<file path="config.mk">
export PLATFORM = sky130hd
export DESIGN_NAME = multicycle_ctrl_flat
export DESIGN_NICKNAME = d
export VERILOG_FILES = /design/src/rtl/multicycle_ctrl_pkg.sv /design/src/rtl/multicycle_ctrl_if.sv /design/src/rtl/multicycle_ctrl_instr_class.sv /design/src/rtl/multicycle_ctrl.sv /design/src/flat_wrapper.sv
export SDC_FILE = /design/constraint.sdc
export NUM_CORES = 1
export LEC_CHECK = 0
export BUFFER_PORTS_ARGS = -buffer_cell sky130_fd_sc_hd__buf_2
export CAP_MARGIN = 20
export CORE_MARGIN = 2
export CORE_UTILIZATION = 51
export CTS_BUF_LIST = sky130_fd_sc_hd__clkbuf_8
export CTS_CLUSTER_SIZE = 14
export DETAILED_ROUTE_END_ITERATION = 10
export GPL_TIMING_DRIVEN = 1
export PLACE_DENSITY = 0.87
export SKIP_CTS_REPAIR_TIMING = 1
export SLEW_MARGIN = 5
export SYNTH_ARGS = -nofsm -noshare
export SYNTH_HDL_FRONTEND = slang
export SYNTH_SLANG_ARGS = --single-unit
</file>
<file path="constraint.sdc">
create_clock -name clk -period 4.9 [get_ports clk]
set_input_delay 0.245 -clock clk [delete_from_list [all_inputs] [get_ports clk]]
set_output_delay 0.245 -clock clk [all_outputs]
set_load 0.1 [all_outputs]
</file>
<file path="src/rtl/multicycle_ctrl_pkg.sv">
// Shared definitions for the multi-cycle RV32I sequencer.
// Contents: opcode/funct3 values, the FSM state type, mux-select and ALU encodings,
// the instruction class vector and the Moore output bundle with its per-state decode.
package multicycle_ctrl_pkg;

  localparam logic [6:0] OP_IMM    = 7'b0010011;
  localparam logic [6:0] OP_LOAD   = 7'b0000011;
  localparam logic [6:0] OP_STORE  = 7'b0100011;
  localparam logic [6:0] OP_BRANCH = 7'b1100011;
  localparam logic [6:0] OP_JAL    = 7'b1101111;

  localparam logic [2:0] F3_ADDI = 3'b000;
  localparam logic [2:0] F3_WORD = 3'b010;
  localparam logic [2:0] F3_BEQ  = 3'b000;
  localparam logic [2:0] F3_BNE  = 3'b001;

  localparam logic [1:0] SRCA_PC    = 2'b00;
  localparam logic [1:0] SRCA_OLDPC = 2'b01;
  localparam logic [1:0] SRCA_RS1   = 2'b10;

  localparam logic [1:0] SRCB_RS2   = 2'b00;
  localparam logic [1:0] SRCB_IMM   = 2'b01;
  localparam logic [1:0] SRCB_FOUR  = 2'b10;

  localparam logic [2:0] ALU_ADD = 3'b000;
  localparam logic [2:0] ALU_SUB = 3'b001;

  localparam logic [1:0] RES_ALUOUT = 2'b00;
  localparam logic [1:0] RES_MEM    = 2'b01;
  localparam logic [1:0] RES_ALU    = 2'b10;

  localparam logic [2:0] IMM_I = 3'b000;
  localparam logic [2:0] IMM_B = 3'b001;
  localparam logic [2:0] IMM_S = 3'b010;
  localparam logic [2:0] IMM_J = 3'b011;

  typedef enum logic [3:0] {
    S_FETCH,
    S_DECODE,
    S_MEMADR,
    S_MEMREAD,
    S_MEMWB,
    S_MEMWRITE,
    S_EXECI,
    S_ALUWB,
    S_BRANCH,
    S_JAL,
    S_HALT
  } state_t;

  // One-hot instruction class; exactly one bit is set for any opcode/funct3.
  typedef struct packed {
    logic addi;
    logic lw;
    logic sw;
    logic beq;
    logic bne;
    logic jal;
    logic illegal;
  } iclass_t;

  // Outputs that depend on the state alone; handshake-qualified terms are added in the top.
  typedef struct packed {
    logic       mem_req;
    logic       mem_write;
    logic       adr_src;
    logic       reg_write;
    logic       pc_write;
    logic       retire;
    logic       trap;
    logic [1:0] src_a;
    logic [1:0] src_b;
    logic [2:0] alu_ctrl;
    logic [1:0] result_src;
  } moore_t;

  function automatic moore_t moore_outputs(state_t s);
    moore_t m;
    m = '0;
    case (s)
      S_FETCH: begin
        m.mem_req    = 1'b1;
        m.src_a      = SRCA_PC;
        m.src_b      = SRCB_FOUR;
        m.alu_ctrl   = ALU_ADD;
        m.result_src = RES_ALU;
      end
      S_DECODE: begin
        m.src_a = SRCA_OLDPC;
        m.src_b = SRCB_IMM;
      end
      S_MEMADR, S_EXECI: begin
        m.src_a = SRCA_RS1;
        m.src_b = SRCB_IMM;
      end
      S_MEMREAD: begin
        m.mem_req = 1'b1;
        m.adr_src = 1'b1;
      end
      S_MEMWB: begin
        m.result_src = RES_MEM;
        m.reg_write  = 1'b1;
        m.retire     = 1'b1;
      end
      S_MEMWRITE: begin
        m.mem_req   = 1'b1;
        m.mem_write = 1'b1;
        m.adr_src   = 1'b1;
      end
      S_ALUWB: begin
        m.result_src = RES_ALUOUT;
        m.reg_write  = 1'b1;
        m.retire     = 1'b1;
      end
      S_BRANCH: begin
        m.src_a      = SRCA_RS1;
        m.src_b      = SRCB_RS2;
        m.alu_ctrl   = ALU_SUB;
        m.result_src = RES_ALUOUT;
        m.retire     = 1'b1;
      end
      S_JAL: begin
        m.src_a      = SRCA_OLDPC;
        m.src_b      = SRCB_FOUR;
        m.result_src = RES_ALUOUT;
        m.pc_write   = 1'b1;
      end
      S_HALT: m.trap = 1'b1;
      default: m = '0;
    endcase
    return m;
  endfunction

endpackage

</file>
<file path="src/rtl/multicycle_ctrl_if.sv">
// Control bus between the sequencer and the datapath/memory side.
// master: the controller (drives strobes and selects, receives instr, EQ, mem_ready).
// slave : the datapath/memory side (drives instr, EQ, mem_ready).
interface multicycle_ctrl_if #(parameter int DATA_WIDTH = 32);
  logic [DATA_WIDTH-1:0] instr;
  logic                  EQ;
  logic                  mem_ready;
  logic                  mem_req;
  logic                  MemWrite;
  logic                  AdrSrc;
  logic                  IRWrite;
  logic                  PCWrite;
  logic                  RegWrite;
  logic [1:0]            ALUsrcA;
  logic [1:0]            ALUsrcB;
  logic [2:0]            ALUctrl;
  logic [1:0]            ResultSrc;
  logic [2:0]            ImmSrc;
  logic                  retire;
  logic                  trap;

  modport master (
    input  instr, EQ, mem_ready,
    output mem_req, MemWrite, AdrSrc, IRWrite, PCWrite, RegWrite,
           ALUsrcA, ALUsrcB, ALUctrl, ResultSrc, ImmSrc, retire, trap
  );

  modport slave (
    output instr, EQ, mem_ready,
    input  mem_req, MemWrite, AdrSrc, IRWrite, PCWrite, RegWrite,
           ALUsrcA, ALUsrcB, ALUctrl, ResultSrc, ImmSrc, retire, trap
  );
endinterface

</file>
<file path="src/rtl/multicycle_ctrl_instr_class.sv">
// Combinational instruction classifier.
// Ports: opcode (instr[6:0]), funct3 (instr[14:12]) in;
//        cls (one-hot class incl. illegal) and imm_src (immediate format) out.
module multicycle_ctrl_instr_class
  import multicycle_ctrl_pkg::*;
(
  input  logic [6:0] opcode,
  input  logic [2:0] funct3,
  output iclass_t    cls,
  output logic [2:0] imm_src
);

  always_comb begin
    cls         = '0;
    cls.addi    = (opcode == OP_IMM)    && (funct3 == F3_ADDI);
    cls.lw      = (opcode == OP_LOAD)   && (funct3 == F3_WORD);
    cls.sw      = (opcode == OP_STORE)  && (funct3 == F3_WORD);
    cls.beq     = (opcode == OP_BRANCH) && (funct3 == F3_BEQ);
    cls.bne     = (opcode == OP_BRANCH) && (funct3 == F3_BNE);
    cls.jal     = (opcode == OP_JAL);
    cls.illegal = !(cls.addi || cls.lw || cls.sw || cls.beq || cls.bne || cls.jal);
  end

  // Format follows the opcode only, so it is valid in every state.
  always_comb begin
    imm_src = IMM_I;
    case (opcode)
      OP_IMM, OP_LOAD: imm_src = IMM_I;
      OP_BRANCH:       imm_src = IMM_B;
      OP_STORE:        imm_src = IMM_S;
      OP_JAL:          imm_src = IMM_J;
      default:         imm_src = IMM_I;
    endcase
  end

endmodule

</file>
<file path="src/rtl/multicycle_ctrl.sv">
// Sequencing FSM for the multi-cycle RV32I core (addi, lw, sw, beq, bne, jal).
// Ports: clk, rst (async, active-high); bus (multicycle_ctrl_if.master) carrying
//        instr/EQ/mem_ready in and all mux selects, write strobes, retire and trap out.
// Optional feature: define ILLEGAL_TRAP_EN to halt on an illegal instruction (trap=1
// until rst); otherwise an illegal instruction retires as a NOP.
//
// state      | meaning
// FETCH      | request instr at PC, PC+4 on result bus; IR/PC load on mem_ready
// DECODE     | oldPC+imm into ALUOut (branch/jal target)
// MEMADR     | rs1+imm into ALUOut
// MEMREAD    | load request at ALUOut, wait mem_ready
// MEMWB      | write MemData to rd, retire
// MEMWRITE   | store request at ALUOut, retire on mem_ready
// EXECI      | rs1+imm into ALUOut
// ALUWB      | write ALUOut to rd, retire
// BRANCH     | rs1-rs2, PC <- target if taken, retire
// JAL        | PC <- target, oldPC+4 into ALUOut
// HALT       | illegal instruction trap (ILLEGAL_TRAP_EN only)
module multicycle_ctrl
  import multicycle_ctrl_pkg::*;
(
  input  logic                clk,
  input  logic                rst,
  multicycle_ctrl_if.master   bus
);

  state_t     state;
  state_t     nxt;
  moore_t     mo;
  iclass_t    cls;
  logic [2:0] imm_src;
  logic       br_taken;

  multicycle_ctrl_instr_class u_class (
    .opcode  (bus.instr[6:0]),
    .funct3  (bus.instr[14:12]),
    .cls     (cls),
    .imm_src (imm_src)
  );

  always_comb begin
    nxt = state;
    case (state)
      S_FETCH:    if (bus.mem_ready) nxt = S_DECODE;
      S_DECODE: begin
        if (cls.lw || cls.sw)        nxt = S_MEMADR;
        else if (cls.addi)           nxt = S_EXECI;
        else if (cls.beq || cls.bne) nxt = S_BRANCH;
        else if (cls.jal)            nxt = S_JAL;
`ifdef ILLEGAL_TRAP_EN
        else                         nxt = S_HALT;
`else
        else                         nxt = S_FETCH;
`endif
      end
      S_MEMADR:   nxt = cls.lw ? S_MEMREAD : S_MEMWRITE;
      S_MEMREAD:  if (bus.mem_ready) nxt = S_MEMWB;
      S_MEMWB:    nxt = S_FETCH;
      S_MEMWRITE: if (bus.mem_ready) nxt = S_FETCH;
      S_EXECI:    nxt = S_ALUWB;
      S_ALUWB:    nxt = S_FETCH;
      S_BRANCH:   nxt = S_FETCH;
      S_JAL:      nxt = S_ALUWB;
      S_HALT:     nxt = S_HALT;
      default:    nxt = S_FETCH;
    endcase
  end

  // Moore outputs are registered from the next state so they line up with the state register.
  always_ff @(posedge clk or posedge rst) begin
    if (rst) begin
      state <= S_FETCH;
      mo    <= moore_outputs(S_FETCH);
    end else begin
      state <= nxt;
      mo    <= moore_outputs(nxt);
    end
  end

  assign br_taken = (cls.beq && bus.EQ) || (cls.bne && !bus.EQ);

  // rst masks everything, so the FETCH request held in mo during reset only
  // appears once rst is released.
  always_comb begin
    bus.mem_req   = 1'b0;
    bus.MemWrite  = 1'b0;
    bus.AdrSrc    = 1'b0;
    bus.IRWrite   = 1'b0;
    bus.PCWrite   = 1'b0;
    bus.RegWrite  = 1'b0;
    bus.ALUsrcA   = 2'b00;
    bus.ALUsrcB   = 2'b00;
    bus.ALUctrl   = 3'b000;
    bus.ResultSrc = 2'b00;
    bus.ImmSrc    = 3'b000;
    bus.retire    = 1'b0;
    bus.trap      = 1'b0;
    if (!rst) begin
      bus.mem_req   = mo.mem_req;
      bus.MemWrite  = mo.mem_write;
      bus.AdrSrc    = mo.adr_src;
      bus.RegWrite  = mo.reg_write;
      bus.ALUsrcA   = mo.src_a;
      bus.ALUsrcB   = mo.src_b;
      bus.ALUctrl   = mo.alu_ctrl;
      bus.ResultSrc = mo.result_src;
      bus.ImmSrc    = imm_src;
      bus.IRWrite   = (state == S_FETCH) && bus.mem_ready;
      bus.PCWrite   = mo.pc_write
                    || ((state == S_FETCH) && bus.mem_ready)
                    || ((state == S_BRANCH) && br_taken);
      bus.retire    = mo.retire
                    || ((state == S_MEMWRITE) && bus.mem_ready)
`ifndef ILLEGAL_TRAP_EN
                    || ((state == S_DECODE) && cls.illegal)
`endif
                    ;
`ifdef ILLEGAL_TRAP_EN
      bus.trap      = mo.trap;
`endif
    end
  end

endmodule
</file>
<file path="src/flat_wrapper.sv">
// flat-port wrapper written by rule: the top's interface ports become plain ports
module multicycle_ctrl_flat import multicycle_ctrl_pkg::*;
  (clk, rst, bus_instr, bus_EQ, bus_mem_ready, bus_mem_req, bus_MemWrite, bus_AdrSrc, bus_IRWrite, bus_PCWrite, bus_RegWrite, bus_ALUsrcA, bus_ALUsrcB, bus_ALUctrl, bus_ResultSrc, bus_ImmSrc, bus_retire, bus_trap);
  multicycle_ctrl_if bus_i ();
  input  logic clk;
  input  logic rst;
  input wire logic [$bits(bus_i.instr)-1:0] bus_instr;
  input wire logic [$bits(bus_i.EQ)-1:0] bus_EQ;
  input wire logic [$bits(bus_i.mem_ready)-1:0] bus_mem_ready;
  output wire logic [$bits(bus_i.mem_req)-1:0] bus_mem_req;
  output wire logic [$bits(bus_i.MemWrite)-1:0] bus_MemWrite;
  output wire logic [$bits(bus_i.AdrSrc)-1:0] bus_AdrSrc;
  output wire logic [$bits(bus_i.IRWrite)-1:0] bus_IRWrite;
  output wire logic [$bits(bus_i.PCWrite)-1:0] bus_PCWrite;
  output wire logic [$bits(bus_i.RegWrite)-1:0] bus_RegWrite;
  output wire logic [$bits(bus_i.ALUsrcA)-1:0] bus_ALUsrcA;
  output wire logic [$bits(bus_i.ALUsrcB)-1:0] bus_ALUsrcB;
  output wire logic [$bits(bus_i.ALUctrl)-1:0] bus_ALUctrl;
  output wire logic [$bits(bus_i.ResultSrc)-1:0] bus_ResultSrc;
  output wire logic [$bits(bus_i.ImmSrc)-1:0] bus_ImmSrc;
  output wire logic [$bits(bus_i.retire)-1:0] bus_retire;
  output wire logic [$bits(bus_i.trap)-1:0] bus_trap;
  assign bus_i.instr = bus_instr;
  assign bus_i.EQ = bus_EQ;
  assign bus_i.mem_ready = bus_mem_ready;
  assign bus_mem_req = bus_i.mem_req;
  assign bus_MemWrite = bus_i.MemWrite;
  assign bus_AdrSrc = bus_i.AdrSrc;
  assign bus_IRWrite = bus_i.IRWrite;
  assign bus_PCWrite = bus_i.PCWrite;
  assign bus_RegWrite = bus_i.RegWrite;
  assign bus_ALUsrcA = bus_i.ALUsrcA;
  assign bus_ALUsrcB = bus_i.ALUsrcB;
  assign bus_ALUctrl = bus_i.ALUctrl;
  assign bus_ResultSrc = bus_i.ResultSrc;
  assign bus_ImmSrc = bus_i.ImmSrc;
  assign bus_retire = bus_i.retire;
  assign bus_trap = bus_i.trap;
  multicycle_ctrl u_core (.clk(clk), .rst(rst), .bus(bus_i));
endmodule
</file>
==> results of run 1 <==
-- Yosys cell counts, drive strengths merged (2+ instances only) --
library cell and instances:
a21oi 3, a221oi 2, a31oi 4, and2 2
and4 2, and4bb 2, buf 10, dfrtp 14
dfstp 3, inv 7, nand2 9, nand2b 2
nand3b 2, nor2 13, nor2b 13, nor3 4
nor3b 4, nor4 2, o2111ai 2, o21ai 4
o22ai 4, o2bb2ai 2, xor2 2
-- sequential cells by signal, indices dropped and copies added, names as in the netlist --
signal	count
u_core.mo	13
u_core.state	4
-- cell families (layout without fill, tap and decap cells) --
family,Yosys count,in the layout
XOR/XNOR,2,2
AO/OA/AOI/OAI,27,27
buffers and inverters,18,40
flip-flops,17,17
AND/OR/NAND/NOR,62,62
other,1,4
multiplexers,1,1
-- power by group --
part | leakage, uW | internal (uW) | total, uW | switching, uW
registers | 0.000223 | 146 | 150 | 4.12
clock network | 0.0000255 | 56.4 | 105 | 48.8
logic | 0.000414 | 18.6 | 89.4 | 70.8
-- area by class of cell --
class                      count  area (um2)  share of cell area (%)
clock buffer                   3       41.29                   3.119
timing repair buffer          29       145.1                   10.96
multi-input combinational     96       641.9                   48.49
tap                           28       35.03                   2.647
sequential                    17       429.2                   32.42
clock inverter                 1       5.005                  0.3781
inverter                       7       26.28                   1.985
-- critical path: stages (launching register included) --
cell     delay, ns
dfrtp_1       0.66
nor3b_1       0.35
o21ai_0       0.15
a21oi_1       0.15
buf_2         0.43
-- per-stage QoR --
step | total power (uW) | worst slack, ns | utilization, % | cell area (um2) | hold WS, ns
CTS | 345.5 | 2.683 | 61.02 | 1324 | 0.2445
finish | 345.0 | 2.663 | 61.02 | 1324 | 0.2135
global placement | 239.9 | 2.857 | 58.88 | 1277 | 0.4917
detailed placement | 242.0 | 2.745 | 58.88 | 1277 | 0.5168
global route | 356.3 | 2.522 | 61.02 | 1324 | 0.2954
floorplan | 227.2 | 1.924 | - | 1164 | 0.3908
-- routing by layer --
layer,up-vias,global-route usage (%)
li1,500,-
met1,486,26.17
met2,47,39.53
met3,9,4.310
met4,0,8.772
met5,-,0
-- path summary, 6_finish.rpt --
check                                 from  depth (start not counted)  slack [ns]            end
min in group clk              bus_instr[3]                          3        0.32  u_core.mo[11]
max in group asynchronous              rst                          2        4.27  u_core.mo[13]
setup / recovery           u_core.state[0]                          4        2.66     bus_retire
setup reg to reg           u_core.state[0]                          5        2.69  u_core.mo[10]
hold reg to reg            u_core.state[2]                          1        0.71   u_core.mo[5]
hold / removal                         rst                          2        0.21   u_core.mo[5]
==> run summary, run 1 <==
The count of unresolved DRC violations after routing came out at 0. Summing over every cut layer, the via total after detailed routing is 1042. The max-slew violation total from the final report was 0; the share of cells above drive strength 1 was 28.76%. Top achievable clock speed: 446.9 MHz. The most used flip-flop cell after synthesis is dfrtp_1. The tools report the wire length on met3 as 180 um. Of the post-synthesis cell area, the part taken by muxes is 0.8686%.

The number of buffers created by CTS came out at 3. The simple-gate share of the synthesized area came out at 32.68%. In this run the horizontal extent of the chip is 51.54 um.

The count of yosys warnings during synthesis came out at 0. The wire length of the first global-routing pass was 4367 um; the die outline area was 0.002656 mm2. Wire segments on met2 add up to 1344 um in the final route. The via count of the first global-routing pass was 1005.

The required time of the worst setup path is 4.66 ns, and the number of top-level pins is 56. The clock latency on the worst-skew pair is 0.25 ns, and the vertical die dimension is 51.54 um. Setup repair after global routing left no endpoint under its margin.

The class of the tightest hold or removal check is in -> async. Input and output buffers added on the ports amount to 29. The fraction of synthesized cell area taken by the top area cell type was 30.40%. The layout-stage area growth over the synthesis result came out at 14.88%. The flow ran to the end, and the final reports show no timing, DRC or antenna violations. Counting the fill cells in the layout gives 185. The number of enable-type register cells in the synthesized netlist came out at 0. Detailed placement ended at an HPWL of 1987 um.

The CTS clock-pin slew for the worst setup and hold paths is 0.07 ns. The via density per instance works out to 5.757. Type of the setup path with the least slack: reg -> out. The worst pin sits at a relative slew slack of 56.72%.

The post-route clock period utilization is 45.66%. The fraction of the mapped netlist area in adder cells came out at 0%. The post-synthesis compound-gate area fraction is 19.33%.

The peak supply drop is 223.3 uV. The top cell types in the final layout, fill and taps aside, are buf_2 (29), dfrtp_1 (14), nor2b_1 (13), nor2_1 (13), nand2_1 (9). Along the worst path, the maximum fanout reaches 15.

The initial antenna violation count came out at 0. The main combinational cell family by area after synthesis was simple AND/OR/NAND/NOR gates. TritonCTS built the clock tree. The number of H-tree levels is 1. Power spread over the standard cell area amounts to 260.6 mW/mm2.

Number of endpoints with negative hold slack in the final report: 0. The root cell of the clock tree was clkbuf_8. Cell type with the largest total area after synthesis: dfrtp_1.

After technology mapping, the gate count stands at 128. The run gives 0.006439 ns as the clock tree skew after final layout. Summed over all layers, the routed wires come to 2647 um.

The slew at the pin with the worst max-slew slack is 0.6485 ns, and the final count of negative-setup-slack endpoints is 0. The floorplan has 17 rows. The tools report the startpoint type of the worst setup path as a register.

The number of nets still failing antenna checks after routing came out at 0. Yosys mapped the design onto 46 distinct sky130hd cell types. The placeable core region was 0.002170 mm2; the diode insertion count for antenna repair was 0.

The detailed-routing iteration count for the pre-antenna-repair pass came out at 4. Including well taps, the total number of placed cells is 177. The TritonCTS sink count is 17.

The share of synthesized flip-flops with an asynchronous set or reset was 100.0%; the part of the Yosys area used for sequential elements was 37.24%. The cell area that synthesis handed to floorplanning was 0.001152 mm2. The wire length per cell came out at 14.62 um. In this run the mean area of a mapped cell was 9.003 um2. In this run, synthesis produced a sequential element count of 17. Summed over all cells, the static leakage comes to 0.0006628 uW. At the end of the flow, the number of nets in the layout was 190. In this run, the number of DRC markers left after iteration 0 of detailed routing was 36. After routing, the total negative slack on setup checks comes to 0 ns.

After global routing the overflow that remains totals 0. The number of max-cap violations came out at 0. STA classifies the critical path endpoint as an output pin.

The run gives 22.21% as the combined global-route utilization of all metal layers. The clock passes through at most 2 buffers. The leading cell type in the layout, fill and taps excluded was buf_2. The highest layer touched by signal routing is met4. In the post-synthesis netlist, the biggest area contributors are dfrtp_1 (30%), nor2b_1 (7.1%), dfstp_2 (6.8%), nor2_1 (4.2%), buf_4 (3.3%). The initial utilization of the core area, before any placement, comes to 53.11%. Data arrives at the worst endpoint at 1.99 ns.

Excluding fillers, the count of instances in the completed layout stands at 181. Of the total synthesized cell area, the portion taken by XOR and XNOR cells is 1.520%. The tools report the detailed-route wire length on metal 1 as 1057 um. The pin count of the biggest net entering global routing came out at 19.

Routability-driven placement finished with a final weighted congestion of 0.9117. Minimum period implied by the final worst setup slack: 2.237 ns.
No activity file was read; power rests on OpenSTA's default activity.
==> run 2, diff against run 1 <==
--- a/config.mk
+++ b/config.mk
@@ -8,12 +8,12 @@
 export BUFFER_PORTS_ARGS = -buffer_cell sky130_fd_sc_hd__buf_2
 export CAP_MARGIN = 20
 export CORE_MARGIN = 2
-export CORE_UTILIZATION = 51
+export CORE_UTILIZATION = 47
 export CTS_BUF_LIST = sky130_fd_sc_hd__clkbuf_8
 export CTS_CLUSTER_SIZE = 14
 export DETAILED_ROUTE_END_ITERATION = 10
 export GPL_TIMING_DRIVEN = 1
-export PLACE_DENSITY = 0.87
+export PLACE_DENSITY = 0.81
 export SKIP_CTS_REPAIR_TIMING = 1
 export SLEW_MARGIN = 5
 export SYNTH_ARGS = -nofsm -noshare
==> constraint.sdc (replaced) <==
create_clock -name clk -period 2.3 [get_ports clk]
set_input_delay 0.115 -clock clk [delete_from_list [all_inputs] [get_ports clk]]
set_output_delay 0.115 -clock clk [all_outputs]
set_load 0.1 [all_outputs]
==> run summary, run 2 (synthesis gave the netlist of run 1 again) <==
The run finished with clean final reports. The vertical die dimension came out at 53.52 um (+3.8%). The cell depth of the worst flop-to-flop path was 5 (unchanged). The post-route clock period utilization is 90.61%, and the internal power is 475.3 uW (+110%).

For the number of buffers created by CTS, the log shows 3 (unchanged). The minimum setup slack after placement was 0.2851 ns (-2.460 ns); the final design utilization was 59.88% (-1.1 points). The number of port buffers is 29 (unchanged), and the half-perimeter wire length after detailed placement is 2053 um (+3.3%). The slew at the pin with the worst max-slew slack is 0.5416 ns (-0.1070 ns). The via density per instance was 5.765 (+0.14%); the static leakage was 0.0006728 uW (+1.5%). The TritonCTS sink count is 17 (unchanged). Setup repair after global routing left no endpoint under its margin. For the required time of the worst setup path, the log shows 2.18 ns (-2.48 ns). Wire length per cell: 14.38 um (-1.7%). Following the worst setup path forward leads to its endpoint at bus_retire. The cell area power density came out at 546.5 mW/mm2 (+110%). Startpoint type of the worst setup path: a register.

Root cell of the clock tree: clkbuf_8. The flip-flop count of the largest register after layout came out at 13 (unchanged). The number of H-tree levels was 1 (unchanged).

Net switching power figure: 262.4 uW (+110%). For the placement row count, the log shows 17 (unchanged). Setup total negative slack: 0 ns (unchanged). Timing would allow up to 479.8 MHz. The die span in x came out at 53.52 um (+3.8%). The routed via count was 1055 (+1.2%); the maximum clock insertion buffer count was 2 (unchanged).

Startpoint of the most critical register-to-register path: u_core.state[2]. The library cells used most frequently in the layout, excluding fill and tap cells, are buf_2 (28), dfrtp_1 (14), nor2b_1 (13), nor2_1 (13), nand2_1 (9). Delay contributed by the slowest stage of the critical path: 0.58 ns (-0.08 ns). The largest registers in the layout are u_core.mo (13), u_core.state (4). The tools report the worst relative slew slack as 63.90% (+7.2 points). Type of the setup path with the least slack: reg -> out.

The run gives 26.8% (+0.9 points) as the fraction of power consumed by combinational cells. The count of unresolved DRC violations after routing is 0 (unchanged), and the share of cells above drive strength 1 is 30.97% (+2.2 points). The run gives 0 (unchanged) as the number of endpoints with negative hold slack in the final report. Aggregate global routing overflow: 0 (unchanged). The number of standard cells in the final layout excluding fillers came out at 183 (+1.1%). The setup slack on the worst flop-to-flop path was 0.23 ns (-2.46 ns); the clock tree skew after final layout was 0.001288 ns (-0.005150 ns). Tracing the worst setup path back leads to its startpoint at u_core.state[0]. The logs give 0 (unchanged) for the number of nets still failing antenna checks after routing and 433.8 uV (+94%) for the peak supply drop. The wire length of the first global-routing pass was 4126 um (-5.5%). The CTS clock-pin slew for the worst setup and hold paths was 0.06 ns (about the same). The logs give 0.25 ns (about the same) for the clock latency on the worst-skew pair and 0.8955 (-1.8%) for the final weighted congestion of routability-driven global placement. The logs give 1.97 ns (-0.02 ns) for the arrival time at the worst endpoint and 954 (-5.1%) for the via count of the first global-routing pass. The logs give 51.11% (-2.0 points) for the initial standard-cell utilization of the core and 0 (unchanged) for the initial antenna violation count. The library cell used most frequently in the layout, excluding fill and tap cells, is buf_2. In this run the worst hold path is classified as in -> async.

The worst register-to-register path ends at u_core.mo[10]. The post-detailed-routing wire length is 2632 um (-0.57%). TritonCTS built the clock tree. Top register by number of flip-flops: u_core.mo.

The tools report the number of DRC markers in iteration 0 as 37 (+2.8%). The layout-stage area growth over the synthesis result was 17.15%. Placed instance count: 179 (+1.1%). The max-slew violation total from the final report was 0 (unchanged). The number of max-cap violations was 0 (unchanged); the final count of negative-setup-slack endpoints was 0 (unchanged). The net total in the final layout is 192 (+1.1%), and the number of top-level pins is 56 (unchanged). The tools report the post-route total power as 737.7 uW (+110%).

On the critical path, the stage with the largest delay is an instance of dfrtp_1. Combined global-route utilization of all metal layers: 20.60% (-1.6 points). For the finished layout, the period the worst path requires is 2.084 ns. The biggest fanout along the worst timing path is 10 (-5). For the post-route worst setup slack, the log shows 0.2159 ns (-2.447 ns).

For the die outline area, the log shows 0.002864 mm2 (+7.8%). For the diode insertion count for antenna repair, the log shows 0 (unchanged). The pin count of the biggest net entering global routing was 19 (unchanged); the relative contribution of the clock network to total power was 29.9% (-0.6 points). The detailed-routing iteration count for the pre-antenna-repair pass came out at 4 (unchanged).

The signal on the critical path passes through buf_4 > nor3b_1 > o21ai_0 > a21oi_2 > clkbuf_4. The switching power as a share of total power is 35.57% (-0.32 points). The logs give 0.002255 mm2 (+3.9%) for the placeable core region and 43.2% (-0.4 points) for the sequential power share. Critical path capture point type: an output pin.
-- run 2: how the worst min path moves through the flow --
stage,endpoint,startpoint,cells after the start
3_5_place_dp,u_core.mo[7],rst,3
6_report,u_core.mo[7],rst,3
3_3_place_gp,u_core.mo[7],rst,3
5_1_grt,u_core.mo[7],rst,3
4_1_cts,u_core.mo[7],rst,3
2_1_floorplan,u_core.mo[11],bus_instr[3],2
-- run 2: worst max-delay path: cells and delay by family, from the launching register on --
kind | cells | cell delay (ns)
flops | 1 | 0.58
buf+inv | 2 | 0.55
compound gates | 2 | 0.34
simple gates | 1 | 0.24
-- run 2: metrics by stage --
step / hold slack [ns] / cell area (um2)
6_report: 0.004451 / 1350
5_1_grt: 0.05207 / 1350
4_1_cts: 0.01360 / 1348
3_5_place_dp: 0.2882 / 1301
3_3_place_gp: 0.2797 / 1301
2_1_floorplan: 0.2665 / 1172
-- run 2: routing by layer --
| metal | track usage (%) | vias up | share of wire (%) |
|---|---|---|---|
| met4 | 5.128 | 0 | 0.57 |
| li1 | - | 505 | - |
| met3 | 5.932 | 2 | 5.9 |
| met2 | 36.83 | 33 | 52 |
| met5 | 0 | - | 0 |
| met1 | 23.99 | 515 | 41 |
-- run 2: layout make-up --
type | count | area [um2]
fillers | 208 | 904.6
multi-input cells | 96 | 650.6
flip-flops and latches | 17 | 429.2
repair buffers | 31 | 162.7
clock buffers | 3 | 41.29
well taps | 28 | 35.03
inverters | 7 | 26.28
clock inverters | 1 | 5.005
-- run 2: power by group through the flow --
stage	clock network, uW	logic (uW)	registers (uW)
after CTS	227	198	319
after global routing	241	211	320
after floorplan	0	166	320
after global placement	0	194	323
after detailed placement	0	198	324
final	221	198	319
